<file path="src/rtl/ad9958_write_scheduler_if.sv">
// Request/SPI bundle between the write scheduler and its environment.
// master = requesters plus shifter side; slave = the scheduler.
interface ad9958_write_scheduler_if;
    logic        req0_valid;
    logic        req0_ready;
    logic [1:0]  req0_chan;
    logic [4:0]  req0_addr;
    logic [1:0]  req0_len;
    logic [31:0] req0_data;
    logic        req0_update;
    logic        req1_valid;
    logic        req1_ready;
    logic [1:0]  req1_chan;
    logic [4:0]  req1_addr;
    logic [1:0]  req1_len;
    logic [31:0] req1_data;
    logic        req1_update;
    logic        spi_trigger;
    logic [63:0] spi_data;
    logic [4:0]  spi_packs;
    logic        spi_busy;
    logic        io_update;
    logic        busy;
    logic        done;
    logic        grant_id;

    modport master (
        output req0_valid, req0_chan, req0_addr, req0_len, req0_data, req0_update,
        output req1_valid, req1_chan, req1_addr, req1_len, req1_data, req1_update,
        output spi_busy,
        input  req0_ready, req1_ready, spi_trigger, spi_data, spi_packs,
        input  io_update, busy, done, grant_id
    );

    modport slave (
        input  req0_valid, req0_chan, req0_addr, req0_len, req0_data, req0_update,
        input  req1_valid, req1_chan, req1_addr, req1_len, req1_data, req1_update,
        input  spi_busy,
        output req0_ready, req1_ready, spi_trigger, spi_data, spi_packs,
        output io_update, busy, done, grant_id
    );
endinterface

</file>
<file path="src/rtl/ad9958_write_scheduler.sv">
// AD9958 register-write scheduler: round-robin arbitration between two
// requesters, CSR insertion on channel change, nibble-packed frame build,
// shifter busy handshake and optional IO_UPDATE pulse.
module ad9958_write_scheduler #(
    parameter int         UPDATE_WIDTH  = 4,
    parameter logic [2:0] CSR_MODE_BITS = 3'b110
) (
    input logic                      clock,
    input logic                      reset,
    ad9958_write_scheduler_if.slave  bus
);
    localparam int            UW       = $clog2(UPDATE_WIDTH + 1);
    localparam logic [UW-1:0] UPD_LAST = UW'(UPDATE_WIDTH - 1);

    typedef enum logic [3:0] {
        IDLE, GRANT, CSR_TRIG, CSR_WHI, CSR_WLO,
        REG_TRIG, REG_WHI, REG_WLO, UPDATE, DONE
    } state_t;

    state_t        state, state_nxt;
    logic          last_gnt;
    logic          any_vld, win, chan_miss;
    logic [1:0]    win_chan;
    logic [1:0]    cache_chan;
    logic          cache_vld;
    logic [1:0]    cap_chan;
    logic [4:0]    cap_addr;
    logic [1:0]    cap_len;
    logic [31:0]   cap_data;
    logic          cap_upd;
    logic          gnt_id;
    logic [63:0]   frame;
    logic [4:0]    packs;
    logic [UW-1:0] upd_cnt;

    // Frame bytes go out high nibble first, so each byte lands nibble-swapped
    // in its byte lane of spi_data; byte 0 is the instruction.
    function automatic logic [63:0] reg_frame(input logic [4:0] addr,
                                              input logic [1:0] len,
                                              input logic [31:0] data);
        logic [63:0] f;
        logic [31:0] sh;
        int          nb;
        nb = (len == 2'd0) ? 4 : int'(len);
        f  = '0;
        f[7:0] = {addr[3:0], 3'b000, addr[4]};
        for (int j = 0; j < 4; j++) begin
            if (j < nb) begin
                sh = data >> (8 * (nb - 1 - j));
                f[8*j+8 +: 8] = {sh[3:0], sh[7:4]};
            end
        end
        return f;
    endfunction

    function automatic logic [4:0] reg_packs(input logic [1:0] len);
        return (len == 2'd0) ? 5'd10 : ({2'b00, len, 1'b0} + 5'd2);
    endfunction

    function automatic logic [63:0] csr_frame(input logic [1:0] chan);
        return {48'h0, 1'b0, CSR_MODE_BITS, chan, 2'b00, 8'h00};
    endfunction

    // Round-robin: with both pending, the one not granted last wins.
    assign any_vld   = bus.req0_valid | bus.req1_valid;
    assign win       = (bus.req0_valid && bus.req1_valid) ? ~last_gnt : bus.req1_valid;
    assign win_chan  = win ? bus.req1_chan : bus.req0_chan;
    assign chan_miss = !cache_vld || (cache_chan != win_chan);

    // State register.
    always_ff @(posedge clock or posedge reset) begin
        if (reset) state <= IDLE;
        else       state <= state_nxt;
    end

    // Next-state logic.
    always_comb begin
        state_nxt = state;
        case (state)
            IDLE:     if (any_vld) state_nxt = GRANT;
            GRANT:    if (!any_vld)      state_nxt = IDLE;
                      else if (chan_miss) state_nxt = CSR_TRIG;
                      else               state_nxt = REG_TRIG;
            CSR_TRIG: state_nxt = CSR_WHI;
            CSR_WHI:  if (bus.spi_busy)  state_nxt = CSR_WLO;
            CSR_WLO:  if (!bus.spi_busy) state_nxt = REG_TRIG;
            REG_TRIG: state_nxt = REG_WHI;
            REG_WHI:  if (bus.spi_busy)  state_nxt = REG_WLO;
            REG_WLO:  if (!bus.spi_busy) state_nxt = cap_upd ? UPDATE : DONE;
            UPDATE:   if (upd_cnt == UPD_LAST) state_nxt = DONE;
            DONE:     state_nxt = IDLE;
            default:  state_nxt = IDLE;
        endcase
    end

    // Strobes decode straight from state so reset kills them asynchronously.
    assign bus.req0_ready  = (state == GRANT) && any_vld && !win;
    assign bus.req1_ready  = (state == GRANT) && any_vld &&  win;
    assign bus.spi_trigger = (state == CSR_TRIG) || (state == REG_TRIG);
    assign bus.io_update   = (state == UPDATE);
    assign bus.busy        = (state != IDLE);
    assign bus.done        = (state == DONE);
    assign bus.spi_data    = frame;
    assign bus.spi_packs   = packs;
    assign bus.grant_id    = gnt_id;

    // Request capture, channel cache, frame registers and IO_UPDATE timer.
    always_ff @(posedge clock or posedge reset) begin
        if (reset) begin
            last_gnt   <= 1'b1;
            gnt_id     <= 1'b0;
            cache_vld  <= 1'b0;
            cache_chan <= '0;
            cap_chan   <= '0;
            cap_addr   <= '0;
            cap_len    <= '0;
            cap_data   <= '0;
            cap_upd    <= 1'b0;
            frame      <= '0;
            packs      <= '0;
            upd_cnt    <= '0;
        end else begin
            case (state)
                GRANT: if (any_vld) begin
                    last_gnt <= win;
                    gnt_id   <= win;
                    cap_chan <= win_chan;
                    cap_addr <= win ? bus.req1_addr   : bus.req0_addr;
                    cap_len  <= win ? bus.req1_len    : bus.req0_len;
                    cap_data <= win ? bus.req1_data   : bus.req0_data;
                    cap_upd  <= win ? bus.req1_update : bus.req0_update;
                    if (chan_miss) begin
                        frame <= csr_frame(win_chan);
                        packs <= 5'd4;
                    end else if (win) begin
                        frame <= reg_frame(bus.req1_addr, bus.req1_len, bus.req1_data);
                        packs <= reg_packs(bus.req1_len);
                    end else begin
                        frame <= reg_frame(bus.req0_addr, bus.req0_len, bus.req0_data);
                        packs <= reg_packs(bus.req0_len);
                    end
                end
                CSR_WLO: if (!bus.spi_busy) begin
                    cache_vld  <= 1'b1;
                    cache_chan <= cap_chan;
                    frame      <= reg_frame(cap_addr, cap_len, cap_data);
                    packs      <= reg_packs(cap_len);
                end
                REG_WLO: upd_cnt <= '0;
                UPDATE:  upd_cnt <= upd_cnt + 1'b1;
                default: ;
            endcase
        end
    end
endmodule

</file>
<file path="src/flat_wrapper.sv">
// flat-port wrapper written by rule: the top's interface ports become plain ports
module ad9958_write_scheduler_flat 
#(
    parameter int         UPDATE_WIDTH  = 4,
    parameter logic [2:0] CSR_MODE_BITS = 3'b110
)
  (clock, reset, bus_req0_valid, bus_req0_chan, bus_req0_addr, bus_req0_len, bus_req0_data, bus_req0_update, bus_req1_valid, bus_req1_chan, bus_req1_addr, bus_req1_len, bus_req1_data, bus_req1_update, bus_spi_busy, bus_req0_ready, bus_req1_ready, bus_spi_trigger, bus_spi_data, bus_spi_packs, bus_io_update, bus_busy, bus_done, bus_grant_id);
  ad9958_write_scheduler_if bus_i ();
  input logic clock;
  input logic reset;
  input wire logic [$bits(bus_i.req0_valid)-1:0] bus_req0_valid;
  input wire logic [$bits(bus_i.req0_chan)-1:0] bus_req0_chan;
  input wire logic [$bits(bus_i.req0_addr)-1:0] bus_req0_addr;
  input wire logic [$bits(bus_i.req0_len)-1:0] bus_req0_len;
  input wire logic [$bits(bus_i.req0_data)-1:0] bus_req0_data;
  input wire logic [$bits(bus_i.req0_update)-1:0] bus_req0_update;
  input wire logic [$bits(bus_i.req1_valid)-1:0] bus_req1_valid;
  input wire logic [$bits(bus_i.req1_chan)-1:0] bus_req1_chan;
  input wire logic [$bits(bus_i.req1_addr)-1:0] bus_req1_addr;
  input wire logic [$bits(bus_i.req1_len)-1:0] bus_req1_len;
  input wire logic [$bits(bus_i.req1_data)-1:0] bus_req1_data;
  input wire logic [$bits(bus_i.req1_update)-1:0] bus_req1_update;
  input wire logic [$bits(bus_i.spi_busy)-1:0] bus_spi_busy;
  output wire logic [$bits(bus_i.req0_ready)-1:0] bus_req0_ready;
  output wire logic [$bits(bus_i.req1_ready)-1:0] bus_req1_ready;
  output wire logic [$bits(bus_i.spi_trigger)-1:0] bus_spi_trigger;
  output wire logic [$bits(bus_i.spi_data)-1:0] bus_spi_data;
  output wire logic [$bits(bus_i.spi_packs)-1:0] bus_spi_packs;
  output wire logic [$bits(bus_i.io_update)-1:0] bus_io_update;
  output wire logic [$bits(bus_i.busy)-1:0] bus_busy;
  output wire logic [$bits(bus_i.done)-1:0] bus_done;
  output wire logic [$bits(bus_i.grant_id)-1:0] bus_grant_id;
  assign bus_i.req0_valid = bus_req0_valid;
  assign bus_i.req0_chan = bus_req0_chan;
  assign bus_i.req0_addr = bus_req0_addr;
  assign bus_i.req0_len = bus_req0_len;
  assign bus_i.req0_data = bus_req0_data;
  assign bus_i.req0_update = bus_req0_update;
  assign bus_i.req1_valid = bus_req1_valid;
  assign bus_i.req1_chan = bus_req1_chan;
  assign bus_i.req1_addr = bus_req1_addr;
  assign bus_i.req1_len = bus_req1_len;
  assign bus_i.req1_data = bus_req1_data;
  assign bus_i.req1_update = bus_req1_update;
  assign bus_i.spi_busy = bus_spi_busy;
  assign bus_req0_ready = bus_i.req0_ready;
  assign bus_req1_ready = bus_i.req1_ready;
  assign bus_spi_trigger = bus_i.spi_trigger;
  assign bus_spi_data = bus_i.spi_data;
  assign bus_spi_packs = bus_i.spi_packs;
  assign bus_io_update = bus_i.io_update;
  assign bus_busy = bus_i.busy;
  assign bus_done = bus_i.done;
  assign bus_grant_id = bus_i.grant_id;
  ad9958_write_scheduler #(.UPDATE_WIDTH(UPDATE_WIDTH), .CSR_MODE_BITS(CSR_MODE_BITS)) u_core (.clock(clock), .reset(reset), .bus(bus_i));
endmodule
</file>
<file path="config.mk">
export PLATFORM = sky130hd
export DESIGN_NAME = ad9958_write_scheduler_flat
export DESIGN_NICKNAME = d
export VERILOG_FILES = /design/src/rtl/ad9958_write_scheduler_if.sv /design/src/rtl/ad9958_write_scheduler.sv /design/src/flat_wrapper.sv
export SDC_FILE = /design/constraint.sdc
export NUM_CORES = 1
export LEC_CHECK = 0
export ABC_AREA = 0
export CAP_MARGIN = 20
export CORE_MARGIN = 2
export CORE_UTILIZATION = 40
export CTS_CLUSTER_SIZE = 24
export DETAILED_ROUTE_END_ITERATION = 12
export GPL_ROUTABILITY_DRIVEN = 0
export HOLD_SLACK_MARGIN = 0.12
export PLACE_DENSITY = 0.66
export SETUP_SLACK_MARGIN = 0.5
export SLEW_MARGIN = 30
export SYNTH_ARGS = -nofsm -noshare
export SYNTH_HDL_FRONTEND = slang
export SYNTH_SLANG_ARGS = --single-unit
export TNS_END_PERCENT = 5
</file>
<file path="constraint.sdc">
create_clock -name clock -period 6.98 [get_ports clock]
set_input_delay 1.396 -clock clock [delete_from_list [all_inputs] [get_ports clock]]
set_output_delay 1.396 -clock clock [all_outputs]
set_load 0.01 [all_outputs]
</file>
==> flow_summary.json, run 1 <==
{
  "status": "finished, final reports clean",
  "place_inst": 1119,
  "post-route-period-util_pct": 74.6,
  "drtIter0Drc": 682,
  "cts-root-buf": "clkbuf_16",
  "cts_max_level": 3,
  "synth_ff_type": "dfrtp_1",
  "netlist_area_um2": 6980,
  "synth_async_sr_flop_share_pct": 100,
  "layout.cells.non_filler": 1135,
  "globalRouteMet3Util_pct": 6.71,
  "cp.arrival_ns": 3.81,
  "synth_top_cell_by_area": "dfrtp_1",
  "wirelength_um": 24700,
  "yosys_warnings": 0,
  "num_vias": 6877,
  "grt_max_degree": 76,
  "wl_per_cell_um": 21.8,
  "cp_slowest_cell": "or4_1",
  "cts_tree": "built",
  "synth_edf_count": 0,
  "p_leak_nw": 3.56,
  "core_region_area_um2": 17200,
  "crit_path_cell_trace": "clkdlybuf4s50_1 -> nor2_1 -> or4_1 -> nor2_1 -> clkdlybuf4s50_1",
  "synth_seq_cells": 94,
  "ys_top_cells_by_area": "dfrtp_1, mux2i_1, nand2_1",
  "cp-endpoint": "bus_req1_ready",
  "globalRouteMet1Util_pct": 37.2,
  "cts_resized": 0,
  "reg2regPathDepth": 7,
  "rsz0062_at_grt": "no",
  "antenna_found_initial": 1,
  "fmax_ghz": 0.192,
  "via_per_inst": 6.06,
  "die_h_um": 136,
  "yosysMostFrequentCell": "nand2_1",
  "hold_depth": 1,
  "required_ns": 5.58,
  "io_buffer_count": 135,
  "hold_path.class": "reg -> reg",
  "critPathCaptureType": "output pin",
  "grtUsageTotal_pct": 27.0,
  "worstReg2RegEnd": "u_core.bus.spi_data[11]",
  "ios": 165,
  "first_pass_iters": 7,
  "peakVddDrop_v": 0.000176,
  "setup_violations": 0,
  "rows": 48,
  "tightestPinTransition_ns": 0.904,
  "cts.sinks": 94,
  "drive_gt1_share_pct": 8.68,
  "reg2reg_slack_ns": 3.77,
  "critPathKind": "in -> out",
  "fillers": 1694,
  "areaGrowthSynthToFinish_pct": 24.4,
  "clockBufferDepth": 2,
  "crit_fanout": 22,
  "clkTransAtPathRegs_ns": 0.07,
  "final_area_um2": 8690,
  "hold_buffers": 0,
  "fin_tns_setup_ns": 0,
  "reg2reg_from": "u_core.cap_len[1]",
  "layout.nets": 1007,
  "report.final.hold_viol_count": 0,
  "relSlewSlack_pct": 39.5,
  "cts_setup_buffers": 0,
  "top_usage_layer": "met2",
  "drv_slew": 0,
  "start_util_pct": 40.6,
  "detailed_place_hpwl_um": 17900,
  "clk_latency_ns": 0.36,
  "skew_ns": 0.0113,
  "numCtsBuffers": 9,
  "ys_seq_area_share_pct": 33.7,
  "max_cap_viol_count": 0,
  "grt_pass1_wl_um": 37600,
  "postRouteAntennaNets": 0,
  "die_area_um2": 18500,
  "drc_errors": 0,
  "final.min_clock_period_ns": 5.21,
  "grt_pass1_vias": 6373,
  "synth_cell_types": 59,
  "start_kind": "primary input",
  "netlist.area_leader.share_pct": 33.3,
  "antenna_cells": 0,
  "grt.met2_usage_pct": 41.4,
  "ys_top_cells_by_count": "nand2_1, nor2_1, dfrtp_1, mux2i_1, clkbuf_1",
  "avgSynthCellArea_um2": 8.60,
  "slowest_delay_ns": 0.84,
  "powerDensity_nw_per_um2": 381,
  "cp-startpoint": "bus_req0_valid",
  "placed_area_um2": 8370,
  "dieWidth_um": 136,
  "synthCells": 812,
  "overflow": 0
}
==> critical path, delay by kind of cell <==
family | cells | cell delay [ns]
and+or+nand+nor | 3 | 1.28
buffers and inverters | 2 | 1.14
==> power breakdown <==
part | switching [W] | total (W) | internal, W
logic | 0.000918 | 0.00170 | 0.000782
registers | 0.000269 | 0.00107 | 0.000805
clock network | 0.000228 | 0.000536 | 0.000308
total | 0.00141 | 0.00331 | 0.00190
==> metal layers <==
layer	share of wire, %	routed length [um]	vias to the layer above
met1	41	10200	3241
met4	3.3	814	2
li1	-	-	3100
met2	45	11000	473
met5	0.073	18	-
met3	11	2630	61
==> worst min-delay path by stage <==
| stage | from | end |
|---|---|---|
| floorplan | u_core.cap_chan[0] | u_core.cap_chan[0] |
| global placement | u_core.cap_chan[0] | u_core.cap_chan[0] |
| detailed placement | u_core.bus.spi_packs[2] | u_core.bus.spi_packs[2] |
| CTS | u_core.bus.spi_packs[2] | u_core.bus.spi_packs[2] |
| global route | u_core.bus.grant_id | u_core.bus.grant_id |
| finish | u_core.bus.spi_packs[2] | u_core.bus.spi_packs[2] |
==> kinds of logic (layout without fill, tap and decap cells) <==
kind of cell	count (synthesis)	count (layout)	synth area share, %
DFF	94	94	33.7
adders and majority gates	13	13	2.33
other	1	29	0.0537
and+or+nand+nor	292	292	18.5
buffers and inverters	110	180	8.14
xor gates and xnor gates	4	4	0.502
AOI/OAI and AO/OA	211	211	21.0
muxes	87	87	15.8
==> flip-flops by register name (all words and copies together), names as in the netlist, 2 cells and up <==
signal                count
u_core.cap_chan           2
u_core.upd_cnt            3
u_core.bus.spi_packs      3
u_core.bus.spi_data      37
u_core.cap_data          32
u_core.cache_chan         2
u_core.cap_len            2
u_core.cap_addr           5
u_core.state              4
==> metrics by stage <==
| stage | total power [W] | hold WS [ns] | utilization (%) | worst slack, ns |
|---|---|---|---|---|
| after global placement | 0.00271 | 0.461 | 48.6 | 1.80 |
| after CTS | 0.00330 | 0.481 | 50.6 | 1.75 |
| after global routing | 0.00353 | 0.508 | 50.6 | 1.65 |
| final | 0.00331 | 0.474 | 50.6 | 1.77 |
| after floorplan | 0.00208 | 0.444 | - | 3.11 |
| after detailed placement | 0.00276 | 0.466 | 48.7 | 1.76 |
==> layout make-up <==
| class | instances | area (um^2) | share of cell area (%) |
|---|---|---|---|
| Clock inverter | 4 | 51.3 | 0.590 |
| Tap cell | 225 | 282 | 3.24 |
| Timing Repair Buffer | 150 | 1480 | 17.1 |
| Inverter | 14 | 53.8 | 0.619 |
| Clock buffer | 12 | 267 | 3.07 |
| Sequential cell | 94 | 2350 | 27.1 |
| Multi-Input combinational cell | 636 | 4200 | 48.3 |
==> placed cells by master (no fill, tap or decap), types with 17 or more instances in the layout <==
| cell type | Yosys | final |
|---|---|---|
| nor2_1 | 100 | 100 |
| mux4_2 | 17 | 17 |
| dfrtp_1 | 93 | 93 |
| clkdlybuf4s50_1 | 0 | 135 |
| a31oi_1 | 35 | 35 |
| a21oi_1 | 35 | 35 |
| mux2i_1 | 55 | 55 |
| conb_1 | 1 | 29 |
| o21ai_0 | 30 | 30 |
| nand2_1 | 120 | 120 |
| nand3_1 | 17 | 17 |
| a22oi_1 | 25 | 25 |
Power figures use the tool's default switching activity.
==> run 2: changes to the inputs <==
Settings changed: PLACE_DENSITY 0.66 to 0.69.
Clock period 6.98 ns to 4.5 ns, I/O delays scaled along.
==> flow_summary.json, run 2 (same netlist as run 1, synthesis figures left out) <==
{
  "hold_buffers": 0,
  "cts.sinks": 94,
  "report.final.hold_viol_count": 0,
  "setup_violations": 0,
  "total_power_w": 0.00508,
  "max_cap_viol_count": 0,
  "relSlewSlack_pct": 44.4,
  "postRouteAntennaNets": 0,
  "cts_tree": "built",
  "final_common_cell": "clkdlybuf4s50_1",
  "tightestPinTransition_ns": 0.833,
  "via_per_inst": 6.00,
  "io_buffer_count": 135,
  "drc_errors": 0,
  "cts_max_level": 3,
  "clockBufferDepth": 2,
  "wirelength_um": 23500,
  "cts_resized": 0,
  "antenna_found_initial": 0,
  "peakVddDrop_v": 0.000310,
  "multi_input_comb_area_um2": 4200,
  "status": "finished, final reports clean",
  "grt_pass1_wl_um": 36200,
  "post-route-period-util_pct": 86.8,
  "layout.nets": 1014,
  "critPathKind": "in -> out",
  "fillers": 1658,
  "pwr-share-seq_pct": 33.6,
  "ios": 165,
  "hold_path.class": "reg -> reg",
  "critPathCaptureType": "output pin",
  "clk_latency_ns": 0.36,
  "crit_fanout": 21,
  "clkPwrFrac_pct": 16.7,
  "skew_ns": 0.0140,
  "drive_gt1_share_pct": 9.38,
  "seqCellArea_um2": 2350,
  "p_leak_nw": 3.59,
  "clkTransAtPathRegs_ns": 0.07,
  "internal-power_w": 0.00295,
  "grt_pass1_vias": 6200,
  "core_region_area_um2": 17200,
  "cp_slowest_cell": "clkdlybuf4s50_1",
  "grtUsageTotal_pct": 25.7,
  "crit_path_cell_trace": "clkdlybuf4s50_1 -> nor2_1 -> or4_1 -> buf_4 -> nor2_1 -> clkdlybuf4s50_1",
  "fmax_ghz": 0.256,
  "cts-root-buf": "clkbuf_16",
  "areaGrowthSynthToFinish_pct": 25.2,
  "cts_setup_buffers": 0,
  "numCtsBuffers": 9,
  "wl_per_cell_um": 20.6,
  "required_ns": 3.60,
  "grt_max_degree": 75,
  "rows": 48,
  "powerDensity_nw_per_um2": 581,
  "start_util_pct": 40.6,
  "die_area_um2": 18500,
  "reg2reg_slack_ns": 1.62,
  "drv_slew": 0,
  "slowest_delay_ns": 0.57,
  "die_h_um": 136,
  "antenna_cells": 0,
  "first_pass_iters": 5,
  "final_cell_mix": "clkdlybuf4s50_1, nand2_1, nor2_1",
  "cp.arrival_ns": 3.01,
  "power_switching_w": 0.00213,
  "num_vias": 6852,
  "start_kind": "primary input",
  "rsz0062_at_grt": "no",
  "p_sw_share_pct": 42.0,
  "largest_reg_flops": 37,
  "overflow": 0,
  "drtIter0Drc": 833,
  "detailed_place_hpwl_um": 17300,
  "final.min_clock_period_ns": 3.91,
  "dieWidth_um": 136,
  "fin_tns_setup_ns": 0,
  "p_comb_share_pct": 49.7
}
## run 2: cell count changes in the layout (fill, tap and decap cells not counted), sizes merged
cell	previous run	this run
bufinv	1	2
clkbuf	12	10
clkinvlp	1	0
clkinv	2	4
buf	15	22
## run 2: final cells by class
cell class	count	share of cell area (%)
Clock buffer	10	2.73
Clock inverter	6	0.959
Inverter	14	0.616
Multi-Input combinational cell	636	48.0
Sequential cell	94	26.9
Tap cell	225	3.22
Timing Repair Buffer	157	17.5
## run 2: per-stage QoR
step                setup slack [ns]  area [um^2]  utilization (%)  hold WS [ns]  cells
floorplan                       1.15         7090                -         0.444    840
global placement               0.635         8400             48.9         0.460   1126
detailed placement             0.606         8410             49.0         0.468   1126
CTS                            0.589         8740             50.9         0.485   1142
global route                   0.511         8740             50.9         0.505   1142
finish                         0.593         8740             50.9         0.478   1142
## run 2: power groups by stage
stage | registers (W) | logic [W] | clock network [W]
final | 0.00171 | 0.00253 | 0.000846
after global routing | 0.00176 | 0.00277 | 0.000895
after CTS | 0.00169 | 0.00251 | 0.000860
after detailed placement | 0.00171 | 0.00250 | 0
after global placement | 0.00169 | 0.00246 | 0
after floorplan | 0.00156 | 0.00167 | 0
## run 2: worst paths after layout
check,from,end,cells after the start
worst max-delay path,bus_req0_valid,bus_req0_ready,6
worst min-delay path,u_core.bus.grant_id,u_core.bus.grant_id,1
worst max register to register,u_core.cap_len[1],u_core.bus.spi_data[11],7
worst min register to register,u_core.bus.grant_id,u_core.bus.grant_id,1
max in group asynchronous,reset,u_core.cap_data[29],3
min in group asynchronous,reset,u_core.bus.spi_data[6],2
## run 2: worst max-delay path, delay by kind of cell
kind	cells	cell delay, ns
buf+inv	3	1.34
simple gates	3	0.76
## run 2: per-layer routing
layer  wire [um]  GRT usage (%)  up-vias
li1            -              -     3109
met1        9770           36.4     3271
met2       10600           38.9      427
met3        2600           6.45       45
met4         580           7.41        0
met5           0              0        -
